--- src/rtl/fix_pkg.sv ---
// Shared constants and FSM state type for the FIX field serializer.
package fix_pkg;

   localparam logic [7:0] FIX_SOH     = 8'h01;
   localparam logic [7:0] FIX_EQ      = 8'h3D;
   localparam logic [7:0] FIX_ZERO    = 8'h30;
   localparam logic [7:0] FIX_CK_TAG0 = 8'h31;
   localparam logic [7:0] FIX_CK_TAG1 = 8'h30;

   typedef enum logic [3:0] {
      ST_IDLE,
      ST_TAG,
      ST_EQ,
      ST_VAL,
      ST_SOH,
      ST_CK_TAG,
      ST_CK_D2,
      ST_CK_D1,
      ST_CK_D0,
      ST_CK_SOH
   } ser_state_t;

endpackage

--- src/rtl/fix_chksum_ascii.sv ---
// Converts an 8-bit checksum into three ASCII decimal digits using compare/subtract steps.
module fix_chksum_ascii
   import fix_pkg::*;
(
   input  logic [7:0] value_i,
   output logic [7:0] d2_o,
   output logic [7:0] d1_o,
   output logic [7:0] d0_o
);

   logic [7:0] rem;
   logic [1:0] hund;
   logic [3:0] tens;

   always_comb begin
      rem  = value_i;
      hund = 2'd0;
      tens = 4'd0;
      if (rem >= 8'd200) begin
         rem  = rem - 8'd200;
         hund = 2'd2;
      end else if (rem >= 8'd100) begin
         rem  = rem - 8'd100;
         hund = 2'd1;
      end
      // remainder is below 100 here, so nine conditional subtractions suffice
      for (int k = 0; k < 9; k++) begin
         if (rem >= 8'd10) begin
            rem  = rem - 8'd10;
            tens = tens + 4'd1;
         end
      end
      d2_o = FIX_ZERO + {6'd0, hund};
      d1_o = FIX_ZERO + {4'd0, tens};
      d0_o = FIX_ZERO + rem;
   end

endmodule

--- src/rtl/fix_msg_serializer.sv ---
// Serializes (tag, value) descriptors into "tag=value<SOH>" bytes and appends the
// "10=ddd<SOH>" trailer on the last field, with valid/ready on both sides.
module fix_msg_serializer
   import fix_pkg::*;
#(
   parameter int TAG_BYTES = 4,
   parameter int VAL_BYTES = 32,
   parameter int TLEN_W    = $clog2(TAG_BYTES + 1),
   parameter int VLEN_W    = $clog2(VAL_BYTES + 1)
) (
   input  logic                   clk,
   input  logic                   rst,
   input  logic                   fld_valid_i,
   output logic                   fld_ready_o,
   input  logic [8*TAG_BYTES-1:0] fld_tag_i,
   input  logic [TLEN_W-1:0]      fld_tag_len_i,
   input  logic [8*VAL_BYTES-1:0] fld_val_i,
   input  logic [VLEN_W-1:0]      fld_val_len_i,
   input  logic                   fld_last_i,
   output logic [7:0]             byte_o,
   output logic                   byte_valid_o,
   input  logic                   byte_ready_i,
   output logic                   byte_sof_o,
   output logic                   byte_eof_o,
   output logic                   msg_done_o,
   output logic [7:0]             chksum_o,
   output logic                   err_o
);

   localparam int IDX_W = (TLEN_W > VLEN_W) ? TLEN_W : VLEN_W;

   ser_state_t             state_q, state_d;
   logic [IDX_W-1:0]       idx_q, idx_d;
   logic [8*TAG_BYTES-1:0] tag_q, tag_d;
   logic [8*VAL_BYTES-1:0] val_q, val_d;
   logic [TLEN_W-1:0]      tlen_q, tlen_d;
   logic [VLEN_W-1:0]      vlen_q, vlen_d;
   logic                   last_q, last_d;
   logic [7:0]             byte_q, byte_d;
   logic                   valid_q, valid_d;
   logic                   sof_q, sof_d;
   logic                   eof_q, eof_d;
   logic                   sof_pend_q, sof_pend_d;
   logic [7:0]             acc_q, acc_d;
   logic [7:0]             frozen_q, frozen_d;
   logic [7:0]             chksum_q, chksum_d;
   logic                   done_q, done_d;
   logic                   err_q, err_d;
   logic                   ready_q, ready_d;

   logic                   hs;
   logic                   fld_illegal;
   logic [IDX_W-1:0]       idx_inc;
   logic [IDX_W-1:0]       tlen_last;
   logic [IDX_W-1:0]       vlen_last;
   logic [7:0]             ck_d2, ck_d1, ck_d0;

   assign hs          = valid_q && byte_ready_i;
   assign fld_illegal = (fld_tag_len_i == '0) || (int'(fld_tag_len_i) > TAG_BYTES) ||
                        (fld_val_len_i == '0) || (int'(fld_val_len_i) > VAL_BYTES);
   assign idx_inc     = idx_q + IDX_W'(1);
   assign tlen_last   = IDX_W'(tlen_q) - IDX_W'(1);
   assign vlen_last   = IDX_W'(vlen_q) - IDX_W'(1);

   fix_chksum_ascii u_ascii (
      .value_i (frozen_q),
      .d2_o    (ck_d2),
      .d1_o    (ck_d1),
      .d0_o    (ck_d0)
   );

   // byte_q always holds the byte belonging to state_q; a handshake loads the next one
   always_comb begin
      state_d    = state_q;
      idx_d      = idx_q;
      tag_d      = tag_q;
      val_d      = val_q;
      tlen_d     = tlen_q;
      vlen_d     = vlen_q;
      last_d     = last_q;
      byte_d     = byte_q;
      valid_d    = valid_q;
      sof_d      = sof_q;
      eof_d      = eof_q;
      sof_pend_d = sof_pend_q;
      acc_d      = acc_q;
      frozen_d   = frozen_q;
      chksum_d   = chksum_q;
      ready_d    = ready_q;
      done_d     = 1'b0;
      err_d      = 1'b0;

      if (hs) begin
         sof_d      = 1'b0;
         sof_pend_d = 1'b0;
         if (state_q inside {ST_TAG, ST_EQ, ST_VAL, ST_SOH})
            acc_d = acc_q + byte_q;
      end

      case (state_q)
         ST_IDLE: begin
            ready_d = 1'b1;
            if (fld_valid_i && ready_q) begin
               tag_d  = fld_tag_i;
               val_d  = fld_val_i;
               tlen_d = fld_tag_len_i;
               vlen_d = fld_val_len_i;
               last_d = fld_last_i;
               idx_d  = '0;
               if (!fld_illegal) begin
                  state_d = ST_TAG;
                  byte_d  = fld_tag_i[7:0];
                  valid_d = 1'b1;
                  sof_d   = sof_pend_q;
                  ready_d = 1'b0;
               end else begin
                  err_d = 1'b1;
                  if (fld_last_i) begin
                     state_d  = ST_CK_TAG;
                     byte_d   = FIX_CK_TAG0;
                     valid_d  = 1'b1;
                     sof_d    = sof_pend_q;
                     frozen_d = acc_q;
                     ready_d  = 1'b0;
                  end
               end
            end
         end
         ST_TAG: if (hs) begin
            if (idx_q == tlen_last) begin
               state_d = ST_EQ;
               byte_d  = FIX_EQ;
               idx_d   = '0;
            end else begin
               idx_d  = idx_inc;
               byte_d = tag_q[8*idx_inc +: 8];
            end
         end
         ST_EQ: if (hs) begin
            state_d = ST_VAL;
            byte_d  = val_q[7:0];
            idx_d   = '0;
         end
         ST_VAL: if (hs) begin
            if (idx_q == vlen_last) begin
               state_d = ST_SOH;
               byte_d  = FIX_SOH;
            end else begin
               idx_d  = idx_inc;
               byte_d = val_q[8*idx_inc +: 8];
            end
         end
         ST_SOH: if (hs) begin
            if (last_q) begin
               state_d  = ST_CK_TAG;
               byte_d   = FIX_CK_TAG0;
               idx_d    = '0;
               frozen_d = acc_d;
            end else begin
               state_d = ST_IDLE;
               valid_d = 1'b0;
               ready_d = 1'b1;
            end
         end
         ST_CK_TAG: if (hs) begin
            idx_d = idx_inc;
            if (idx_q == IDX_W'(0)) begin
               byte_d = FIX_CK_TAG1;
            end else if (idx_q == IDX_W'(1)) begin
               byte_d = FIX_EQ;
            end else begin
               state_d = ST_CK_D2;
               byte_d  = ck_d2;
            end
         end
         ST_CK_D2: if (hs) begin
            state_d = ST_CK_D1;
            byte_d  = ck_d1;
         end
         ST_CK_D1: if (hs) begin
            state_d = ST_CK_D0;
            byte_d  = ck_d0;
         end
         ST_CK_D0: if (hs) begin
            state_d = ST_CK_SOH;
            byte_d  = FIX_SOH;
            eof_d   = 1'b1;
         end
         ST_CK_SOH: if (hs) begin
            state_d    = ST_IDLE;
            valid_d    = 1'b0;
            eof_d      = 1'b0;
            ready_d    = 1'b1;
            chksum_d   = frozen_q;
            acc_d      = 8'd0;
            done_d     = 1'b1;
            sof_pend_d = 1'b1;
         end
         default: begin
            state_d = ST_IDLE;
            valid_d = 1'b0;
         end
      endcase
   end

   always_ff @(posedge clk or posedge rst) begin
      if (rst) begin
         state_q    <= ST_IDLE;
         idx_q      <= '0;
         tag_q      <= '0;
         val_q      <= '0;
         tlen_q     <= '0;
         vlen_q     <= '0;
         last_q     <= 1'b0;
         byte_q     <= 8'd0;
         valid_q    <= 1'b0;
         sof_q      <= 1'b0;
         eof_q      <= 1'b0;
         sof_pend_q <= 1'b1;
         acc_q      <= 8'd0;
         frozen_q   <= 8'd0;
         chksum_q   <= 8'd0;
         done_q     <= 1'b0;
         err_q      <= 1'b0;
         ready_q    <= 1'b0;
      end else begin
         state_q    <= state_d;
         idx_q      <= idx_d;
         tag_q      <= tag_d;
         val_q      <= val_d;
         tlen_q     <= tlen_d;
         vlen_q     <= vlen_d;
         last_q     <= last_d;
         byte_q     <= byte_d;
         valid_q    <= valid_d;
         sof_q      <= sof_d;
         eof_q      <= eof_d;
         sof_pend_q <= sof_pend_d;
         acc_q      <= acc_d;
         frozen_q   <= frozen_d;
         chksum_q   <= chksum_d;
         done_q     <= done_d;
         err_q      <= err_d;
         ready_q    <= ready_d;
      end
   end

   assign fld_ready_o  = ready_q;
   assign byte_o       = byte_q;
   assign byte_valid_o = valid_q;
   assign byte_sof_o   = sof_q;
   assign byte_eof_o   = eof_q;
   assign msg_done_o   = done_q;
   assign chksum_o     = chksum_q;
   assign err_o        = err_q;

endmodule

--- config.mk ---
export PLATFORM = sky130hd
export DESIGN_NAME = fix_msg_serializer
export DESIGN_NICKNAME = d
export VERILOG_FILES = /design/src/rtl/fix_pkg.sv /design/src/rtl/fix_chksum_ascii.sv /design/src/rtl/fix_msg_serializer.sv
export SDC_FILE = /design/constraint.sdc
export NUM_CORES = 1
export LEC_CHECK = 0
export BUFFER_PORTS_ARGS = -buffer_cell sky130_fd_sc_hd__buf_2
export CELL_PAD_IN_SITES_DETAIL_PLACEMENT = 1
export CELL_PAD_IN_SITES_GLOBAL_PLACEMENT = 1
export CORE_MARGIN = 2
export CORE_UTILIZATION = 25
export CTS_BUF_LIST = sky130_fd_sc_hd__clkbuf_2 sky130_fd_sc_hd__clkbuf_4 sky130_fd_sc_hd__clkbuf_8
export DETAILED_ROUTE_END_ITERATION = 10
export HOLD_SLACK_MARGIN = 0.12
export PLACE_DENSITY = 0.59
export SLEW_MARGIN = 20
export SYNTH_ARGS = -nofsm -noshare
export SYNTH_HDL_FRONTEND = slang
export SYNTH_SLANG_ARGS = --single-unit
--- constraint.sdc ---
create_clock -name clk -period 19 [get_ports clk]
set_input_delay 1.9 -clock clk [delete_from_list [all_inputs] [get_ports clk]]
set_output_delay 1.9 -clock clk [all_outputs]
set_load 0.02 [all_outputs]
# Word-level counts from Yosys, hierarchy flattened
# Index checks and enable logic that the tools add are counted.
# totals
regBits,347
in_bits,302
output_inout_bits,22
elab_cells,222
# classes
n_addsub,26
magnitude_cmp,13
eq_ne,32
shifts,2
muxes,105
bitwise,1
reduce_logical,25
# ops
cell,count
$mux W8,36
$shiftx A256 B10 Y8,1
$mux W4,24
$ge A8 B4 Y1 const B,9
$pmux W8 S9,1
$sub A8 B4 Y8 const B,9
$mux W6,9
$pmux W4 S10,1
$pmux W6 S6,1
$ne A2 B2 Y1 const B,17
$shiftx A32 B10 Y8,1
$add A4 B1 Y4 const B,7
$mux W1,27
$eq A4 B3 Y1 const B,4
$pmux W8 S2,1
$reduce_and A15 Y1,1
$eq A6 B6 Y1,2
$logic_not A6 Y1,2
$reduce_and A12 Y1,1
$reduce_and A6 Y1,2
$reduce_and A9 Y1,1
$reduce_bool A9 Y1,1
$add A6 B8 Y8 const A,1
$add A8 B8 Y8,1
36 further kinds,44

# Logic depth before layout (Yosys ltp)
# Gate-level depths: netlist of run 1.
# depth
word_depth,24
depth_mapped,75
depth_no_buf,68

# Cells and area by module
# Synthesis of run 1 repeated with hierarchy kept, for this count alone.
# unflattened
hier_cells,2301
area_unflattened_um2,20188.1
# by_module_without_submodules
mod,n_inst,cells_per_inst,area_each_um2,seq_area_each_um2
fix_msg_serializer,1,1880,17159.0,8684.6
fix_chksum_ascii,1,421,3029.2,0.0

# Worst setup path before layout of run 1
# Ideal clock, no wire load.
# synth_path
kind,flip-flop to flip-flop
startpoint,reg frozen_q[3]
endpoint,"reg byte_q[5], in the netlist byte_o[5]"
setup_time_ns,0.136
arrival_ns,12.194
required_time_ns,18.864
setup_slack_ns,6.670
stages_incl_launch_ff,70
n_path_buf,5
period_less_slack_ns,12.330
path_cell_list,dfrtp_1 inv_1 ha_1 and4bb_1 o31ai_1 o21ai_1 and2_1 ha_1 nor2b_1 a21boi_0 nand2_1 o2111ai_4 mux2i_4 a211oi_2 o21ai_0 a21oi_1 o22ai_1 ha_1 (+34 left out) mux2_2 ha_1 nand2_1 a21o_1 o22ai_2 nor3_2 and2_1 buf_6 nor2_1 xor2_1 ha_1 nand2_1 nand2_1 a21oi_1 o21ai_0 o221ai_1 o21ai_0 o21ai_0
# synth_between
elab_chain_cells,24
elab_cells_between_ends,61
cone_classes,22 x add/sub; 11 x order compare; 28 x mux
# synth_rtl
item,line,source
start: declaration,fix_msg_serializer.sv:45,"logic [7:0] frozen_q, frozen_d;"
start signal: assignment,fix_msg_serializer.sv:240,frozen_q <= frozen_d;
$sub A8 B7 Y8 or $ge A8 B7 Y1 (tied branches),"fix_chksum_ascii.sv:23, fix_chksum_ascii.sv:22",
$mux W8,fix_chksum_ascii.sv:22,end else if (rem >= 8'd100) begin
$mux W8,fix_chksum_ascii.sv:19,if (rem >= 8'd200) begin
$sub A8 B4 Y8 or $ge A8 B4 Y1 (tied branches),"fix_chksum_ascii.sv:29, fix_chksum_ascii.sv:28",
$mux W8 or $mux W1 (tied branches),fix_chksum_ascii.sv:28,if (rem >= 8'd10) begin
"$sub A8 B4 Y8, or another cell as far along",fix_chksum_ascii.sv:29,rem = rem - 8'd10;
$mux W8 or $mux W4 (tied branches),fix_chksum_ascii.sv:28,
"$sub A8 B4 Y8, or another cell as far along",fix_chksum_ascii.sv:29,
(+8 left out),-,
$mux W8 or $mux W4 (tied branches),fix_chksum_ascii.sv:28,
"$sub A8 B4 Y8, or another cell as far along",fix_chksum_ascii.sv:29,
$mux W8 or $mux W4 (tied branches),fix_chksum_ascii.sv:28,
"$sub A8 B4 Y8, or another cell as far along",fix_chksum_ascii.sv:29,
$mux W8 or $mux W4 (tied branches),fix_chksum_ascii.sv:28,
$add A6 B8 Y8 or $add A6 B4 Y7 (tied branches),"fix_chksum_ascii.sv:35, fix_chksum_ascii.sv:34",
"$mux W8, on equally long branches","fix_msg_serializer.sv:180, fix_msg_serializer.sv:176",
$pmux W8 S9 (*),fix_msg_serializer.sv:100,case (state_q)
end signal: assignment,fix_msg_serializer.sv:234,byte_q <= byte_d;
end: declaration,fix_msg_serializer.sv:39,"logic [7:0] byte_q, byte_d;"
# Every way passes the cells marked *; elsewhere a longest branch is shown, timed or not. The select of a mux whose other input is x is not followed.
# A chain may end at the register's enable or synchronous reset.

# Final worst setup path of run 1
# Ends and elaborated chain as after synthesis.

==> results_dict.tcl, run 1 <==
set metrics [dict create \
    skew_ps 71.10 \
    rsz0062_at_grt "no" \
    synth-async-reset-ratio_pct 100.0 \
    slowest_delay_ps 630 \
    h-tree-depth 3 \
    remaining_drc_errors 0 \
    maxCapViolations 0 \
    cp_max_fo 12 \
    clockRootBuffer "clkbuf_8" \
    antenna_found_initial 8 \
    tns_ps 0 \
    period_share_pct 80.32 \
    syn-instance-count 2351 \
    fin_nets 2972 \
    critPathSlowestCell "nor2_1" \
    dp_hpwl_um 53920 \
    portBuffers 323 \
    grt_pass1_wl_um 115200 \
    grt_pass1_vias 19690 \
    drv_slew 0 \
    avgSynthCellArea_um2 8.748 \
    synth_top_area_share_pct 42.10 \
    startpoint_type "flip-flop" \
    tightest_slew_ps 1198 \
    hold_viol 0 \
    relSlewSlack_pct 20.11 \
    ctsResizeCount 0 \
    core-area_um2 81720 \
    synth-seq-cells 347 \
    grt_overflow 0 \
    ys_seq_area_share_pct 42.23 \
    ys_types 110 \
    fmax_mhz 65.53 \
    placedCellCount 3626 \
    area_growth_pct 20.06 \
    report.final.setup_viol 0 \
    clkTransAtPathRegs_ps 70 \
    grt_use_total_pct 17.32 \
    die_height_um 290.8 \
    drtAntennaViolNets 0 \
    min_period_ps 15260 \
    clock_latency_ps 680 \
    synth_area_leaders "dfrtp_1, nand2_1, mux4_2" \
    fillers 9725 \
    yosysWarnings 0 \
    dieArea_um2 84580 \
    path_class "reg -> reg" \
    die_w_um 290.8 \
    synth_edf_count 0 \
    cts_tree "done" \
    yosysTopAreaCell "dfrtp_1" \
    final_common_cell "nand2_1" \
    grt_max_degree 225 \
    routed_wl_um 73700 \
    netlist_area_um2 20570 \
    gp_congestion 0.8261 \
    stdcell_count 3755 \
    crit_path_end_kind "flip-flop" \
    drt-initial-drc-count 1294 \
    hold_buffers 0 \
    cts.sinks 347 \
    fp-row-count 105 \
    vias_per_cell 4.839 \
    status "complete, no violations" \
    crit_arrival_ps 15800 \
    drtPass1Iterations 5 \
    synthesis.nets 2695 \
    wl_per_cell_um 19.63 \
    clockBufferDepth 3 \
    synth_flop_cell "dfrtp_1" \
    layout-drive-gt1-share_pct 23.02 \
    io_pins 324 \
    hold_class "reg -> reg" \
    post_cts_buffers 0 \
    cts_buffers 69 \
    layout_common_cells "nand2_1, dfrtp_1, buf_2, mux4_2, clkbuf_8" \
    start_util_pct 25.17 \
    cp.required_ps 19540 \
    cpMostUsedCell "ha_1" \
    via_count 18170 \
]
[final timing paths]
path	slack, ps	from	end	cells after the start
hold reg to reg	470	flip-flop	flip-flop	2
max in group asynchronous	15270	rst	val_q[22]	5
hold / removal	470	flip-flop	flip-flop	2
setup / recovery	3740	frozen_q[3]	byte_o[5]	64
min in group asynchronous	1440	rst	msg_done_o	2
setup reg to reg	3740	frozen_q[3]	byte_o[5]	64
[metrics by stage]
step	cell area (µm²)	setup WS (ps)	hold WS [ps]	util [%]
CTS	24640	3398	466.0	30.16
finish	24690	3739	467.2	30.22
detailed placement	23170	3529	456.3	28.35
floorplan	20570	6670	439.3	-
global placement	23170	3955	447.3	28.35
global route	24690	2235	489.9	30.22
[metal layers]
metal	up-vias	global-route usage, %	part of all wire, %
met5	-	0	0.035
met4	4	4.701	2.0
met3	81	2.998	4.1
met2	400	29.60	49
met1	9073	22.52	45
li1	8611	-	-
[registers in the layout, summed over array words and instances, names as in the netlist, named ones only]
register and flops:
val_q 256, byte_o 8, tag_q 32, err_o 1
state_q 4, byte_sof_o 1, vlen_q 6, byte_valid_o 1
chksum_o 8, frozen_q 8, fld_ready_o 1, byte_eof_o 1
msg_done_o 1, idx_q 6, tlen_q 3, acc_q 8
last_q 1
[cell families (layout without fill, tap and decap cells)]
logic type | Yosys count | after routing | synth area share (%)
and+or+nand+nor | 1242 | 1242 | 24.80
AOI/OAI and AO/OA | 359 | 359 | 12.76
DFF | 347 | 347 | 42.23
buffers and inverters | 176 | 505 | 3.492
muxes | 115 | 115 | 11.07
xor gates and xnor gates | 70 | 70 | 3.054
adders and majority gates | 42 | 42 | 2.592
other | 0 | 5 | 0
[synth_stat cells, types with 5 or more instances]
cell type / n
ha_1: 41
a31oi_1: 16
a41oi_1: 5
mux2_2: 10
o21ai_0: 77
mux2i_1: 16
o21bai_1: 7
a211oi_1: 11
o211ai_1: 10
a21oi_1: 65
o31ai_1: 18
nand2_1: 1001
dfrtp_1: 346
a21boi_0: 6
o2111ai_1: 6
nand3_1: 43
and2_1: 20
a221oi_1: 8
or2_2: 5
or4_1: 7
buf_2: 6
buf_1: 11
xor2_1: 24
nor4_1: 9
nor3_1: 14
nand2b_1: 10
inv_1: 43
xnor2_1: 44
o21ai_1: 12
a21o_1: 20
o221ai_1: 6
buf_6: 5
nor2b_1: 9
and3_1: 14
nor2_1: 70
mux4_2: 88
clkbuf_1: 106
nand4_1: 12
o211a_1: 6
[final cells by class]
class,count,area [µm²],share of cell area [%]
sequential,347,8688,35.18
clock inverter,12,128.9,0.5219
antenna,5,12.51,0.05067
inverter,44,172.7,0.6992
multi-input combinational,1828,11220,45.43
timing repair buffer,338,1787,7.235
clock buffer,111,1346,5.452
tap,1070,1339,5.422
[worst max-delay path, delay by kind of cell, from the launching register on]
kind	cells	cell delay, ps
compound gates	22	4810
xor+xnor	3	650
fa+ha+maj	10	2170
buf+inv	3	340
flops	1	460
mux	4	1670
simple gates	22	5010
Power of run 1 is left out: the tool's default activity adds up to more than one toggle a clock period on the data nets, which glitch-free logic cannot reach.
==> run 2: changes to the inputs <==
--- a/config.mk
+++ b/config.mk
@@ -5,6 +5,7 @@
 export SDC_FILE = /design/constraint.sdc
 export NUM_CORES = 1
 export LEC_CHECK = 0
+export ABC_AREA = 1
 export BUFFER_PORTS_ARGS = -buffer_cell sky130_fd_sc_hd__buf_2
 export CELL_PAD_IN_SITES_DETAIL_PLACEMENT = 1
 export CELL_PAD_IN_SITES_GLOBAL_PLACEMENT = 1
@@ -13,7 +14,7 @@
 export CTS_BUF_LIST = sky130_fd_sc_hd__clkbuf_2 sky130_fd_sc_hd__clkbuf_4 sky130_fd_sc_hd__clkbuf_8
 export DETAILED_ROUTE_END_ITERATION = 10
 export HOLD_SLACK_MARGIN = 0.12
-export PLACE_DENSITY = 0.59
+export PLACE_DENSITY = 0.62
 export SLEW_MARGIN = 20
 export SYNTH_ARGS = -nofsm -noshare
 export SYNTH_HDL_FRONTEND = slang
==> constraint.sdc (replaced) <==
create_clock -name clk -period 12.4 [get_ports clk]
set_input_delay 1.24 -clock clk [delete_from_list [all_inputs] [get_ports clk]]
set_output_delay 1.24 -clock clk [all_outputs]
set_load 0.02 [all_outputs]
==> results_dict.tcl, run 2 <==
set metrics [dict create \
    status "complete, no violations" \
    critPathSlowestCell "dfrtp_1" \
    netlist_area_um2 20340 \
    relSlewSlack_pct 25.97 \
    h-tree-depth 3 \
    dp_slack_ps 1662 \
    synth_top_area_share_pct 42.57 \
    placedCellCount 3775 \
    grt_max_degree 213 \
    grt_pass1_vias 19520 \
    dp_hpwl_um 56390 \
    crit_path_end_kind "flip-flop" \
    period_share_pct 86.67 \
    core-area_um2 80550 \
    grt_overflow 0 \
    hold_viol 0 \
    remaining_drc_errors 0 \
    cp_max_fo 13 \
    skew_ps 58.52 \
    yosysTopAreaCell "dfrtp_1" \
    maxCapViolations 0 \
    min_period_ps 10750 \
    ys_seq_area_share_pct 42.70 \
    clockBufferDepth 3 \
    yosysWarnings 0 \
    final_common_cell "nand2_1" \
    drv_slew 0 \
    fp-row-count 104 \
    drtAntennaViolNets 0 \
    yosysMostFrequentCell "nand2_1" \
    synth_edf_count 0 \
    slowest_delay_ps 410 \
    cp.required_ps 12920 \
    layout-drive-gt1-share_pct 26.77 \
    routed_wl_um 76310 \
    reg_top3 "val_q x256, tag_q x32" \
    synth-async-reset-ratio_pct 100.0 \
    die_height_um 289.2 \
    syn-instance-count 2494 \
    clock_latency_ps 700 \
    drtPass1Iterations 7 \
    via_count 18670 \
    crit_arrival_ps 11270 \
    largest_reg_flops 256 \
    hold_class "reg -> reg" \
    fillers 9703 \
    startpoint_type "flip-flop" \
    wl_per_cell_um 19.49 \
    post_cts_buffers 0 \
    rsz0062_at_grt "no" \
    cpMostUsedCell "nand2_1" \
    fin_nets 3131 \
    synth_area_leaders "dfrtp_1, o21ai_0, nand2_1" \
    gp_congestion 0.8660 \
    clockRootBuffer "clkbuf_8" \
    path_class "reg -> reg" \
    avgSynthCellArea_um2 8.156 \
    stdcell_count 3915 \
    vias_per_cell 4.768 \
    cts_tree "done" \
    layout_common_cells "nand2_1, o21ai_0, dfrtp_1, buf_2, inv_1" \
    report.final.setup_viol 0 \
    cts_buffers 70 \
    final.setup.worst_slack_ps 1653 \
    ys_top_cells_by_count "nand2_1, o21ai_0, dfrtp_1" \
    regMostFlops "val_q" \
    grt_use_total_pct 18.27 \
    die_w_um 289.2 \
    synthesis.nets 2838 \
    portBuffers 323 \
    grt_pass1_wl_um 116900 \
    cts.sinks 347 \
    drt-initial-drc-count 958 \
    start_util_pct 25.25 \
    tns_ps 0 \
    io_pins 324 \
    ctsResizeCount 0 \
    antenna_found_initial 51 \
    synth-seq-cells 347 \
    area_growth_pct 20.75 \
    synth_flop_cell "dfrtp_1" \
    fmax_mhz 93.05 \
    dieArea_um2 83660 \
    multi_input_area_um2 10010 \
    ys_types 59 \
    ff_latch_area_um2 8688 \
    tightest_slew_ps 1111 \
    clkTransAtPathRegs_ps 60 \
    hold_buffers 0 \
]
==> run 2: changes by cell type after synthesis, moves of 38 or more <==
cell,delta
inv_1,+234
nand2_1,-539
nand3_1,+151
mux2_2,+142
mux4_2,-88
nand2_2,+38
o21ai_0,+279
a21oi_1,+92
==> run 2: final timing paths <==
| kind | slack [ps] | end | cells past startpoint | start |
|---|---|---|---|---|
| max | 1650 | byte_o[5] | 89 | frozen_q[3] |
| min | 490 | chksum_o[0] | 2 | chksum_o[0] |
| max reg2reg | 1650 | byte_o[5] | 89 | frozen_q[3] |
| min reg2reg | 490 | chksum_o[0] | 2 | chksum_o[0] |
| max in group asynchronous | 9520 | val_q[245] | 4 | rst |
| min in group asynchronous | 620 | chksum_o[0] | 2 | rst |
==> run 2: metrics by stage <==
| step | hold slack, ps | instance area, µm² | utilization (%) |
|---|---|---|---|
| after floorplan | 467.5 | 20340 | - |
| after global placement | 468.5 | 22980 | 28.53 |
| after detailed placement | 472.8 | 22980 | 28.53 |
| after CTS | 488.0 | 24510 | 30.43 |
| after global routing | 501.0 | 24530 | 30.46 |
| final | 486.9 | 24560 | 30.49 |
==> run 2: final cells by class <==
type | count | share of cell area [%]
antenna | 20 | 0.2038
clock inverter | 12 | 0.6979
clock buffer | 108 | 5.517
multi-input combinational | 1716 | 40.75
timing repair buffer | 342 | 7.228
tap | 1060 | 5.400
inverter | 310 | 4.829
sequential | 347 | 35.37
==> run 2: cells by family after synthesis <==
kind of cell,count (synthesis),share of synthesized area [%]
compound gates,578,15.05
xor+xnor,33,1.421
fa+ha+maj,42,2.620
buf+inv,431,8.298
flops,347,42.70
mux,152,8.415
simple gates,911,21.50
==> run 2: critical path, delay by kind of cell (launching register included) <==
| family | cells | cell delay (ps) |
|---|---|---|
| xor gates and xnor gates | 2 | 500 |
| AOI/OAI and AO/OA | 2 | 190 |
| adders and majority gates | 10 | 1850 |
| DFF | 1 | 410 |
| and+or+nand+nor | 60 | 6520 |
| buffers and inverters | 15 | 1140 |
==> run 2: routing by layer <==
metal	GRT usage [%]	wire length, µm	part of all wire (%)
met3	4.976	5272	6.9
met4	4.704	1336	1.8
met1	23.64	33590	44
met2	30.03	35760	47
met5	0	352	0.46
Power of run 2 is left out for the same reason.
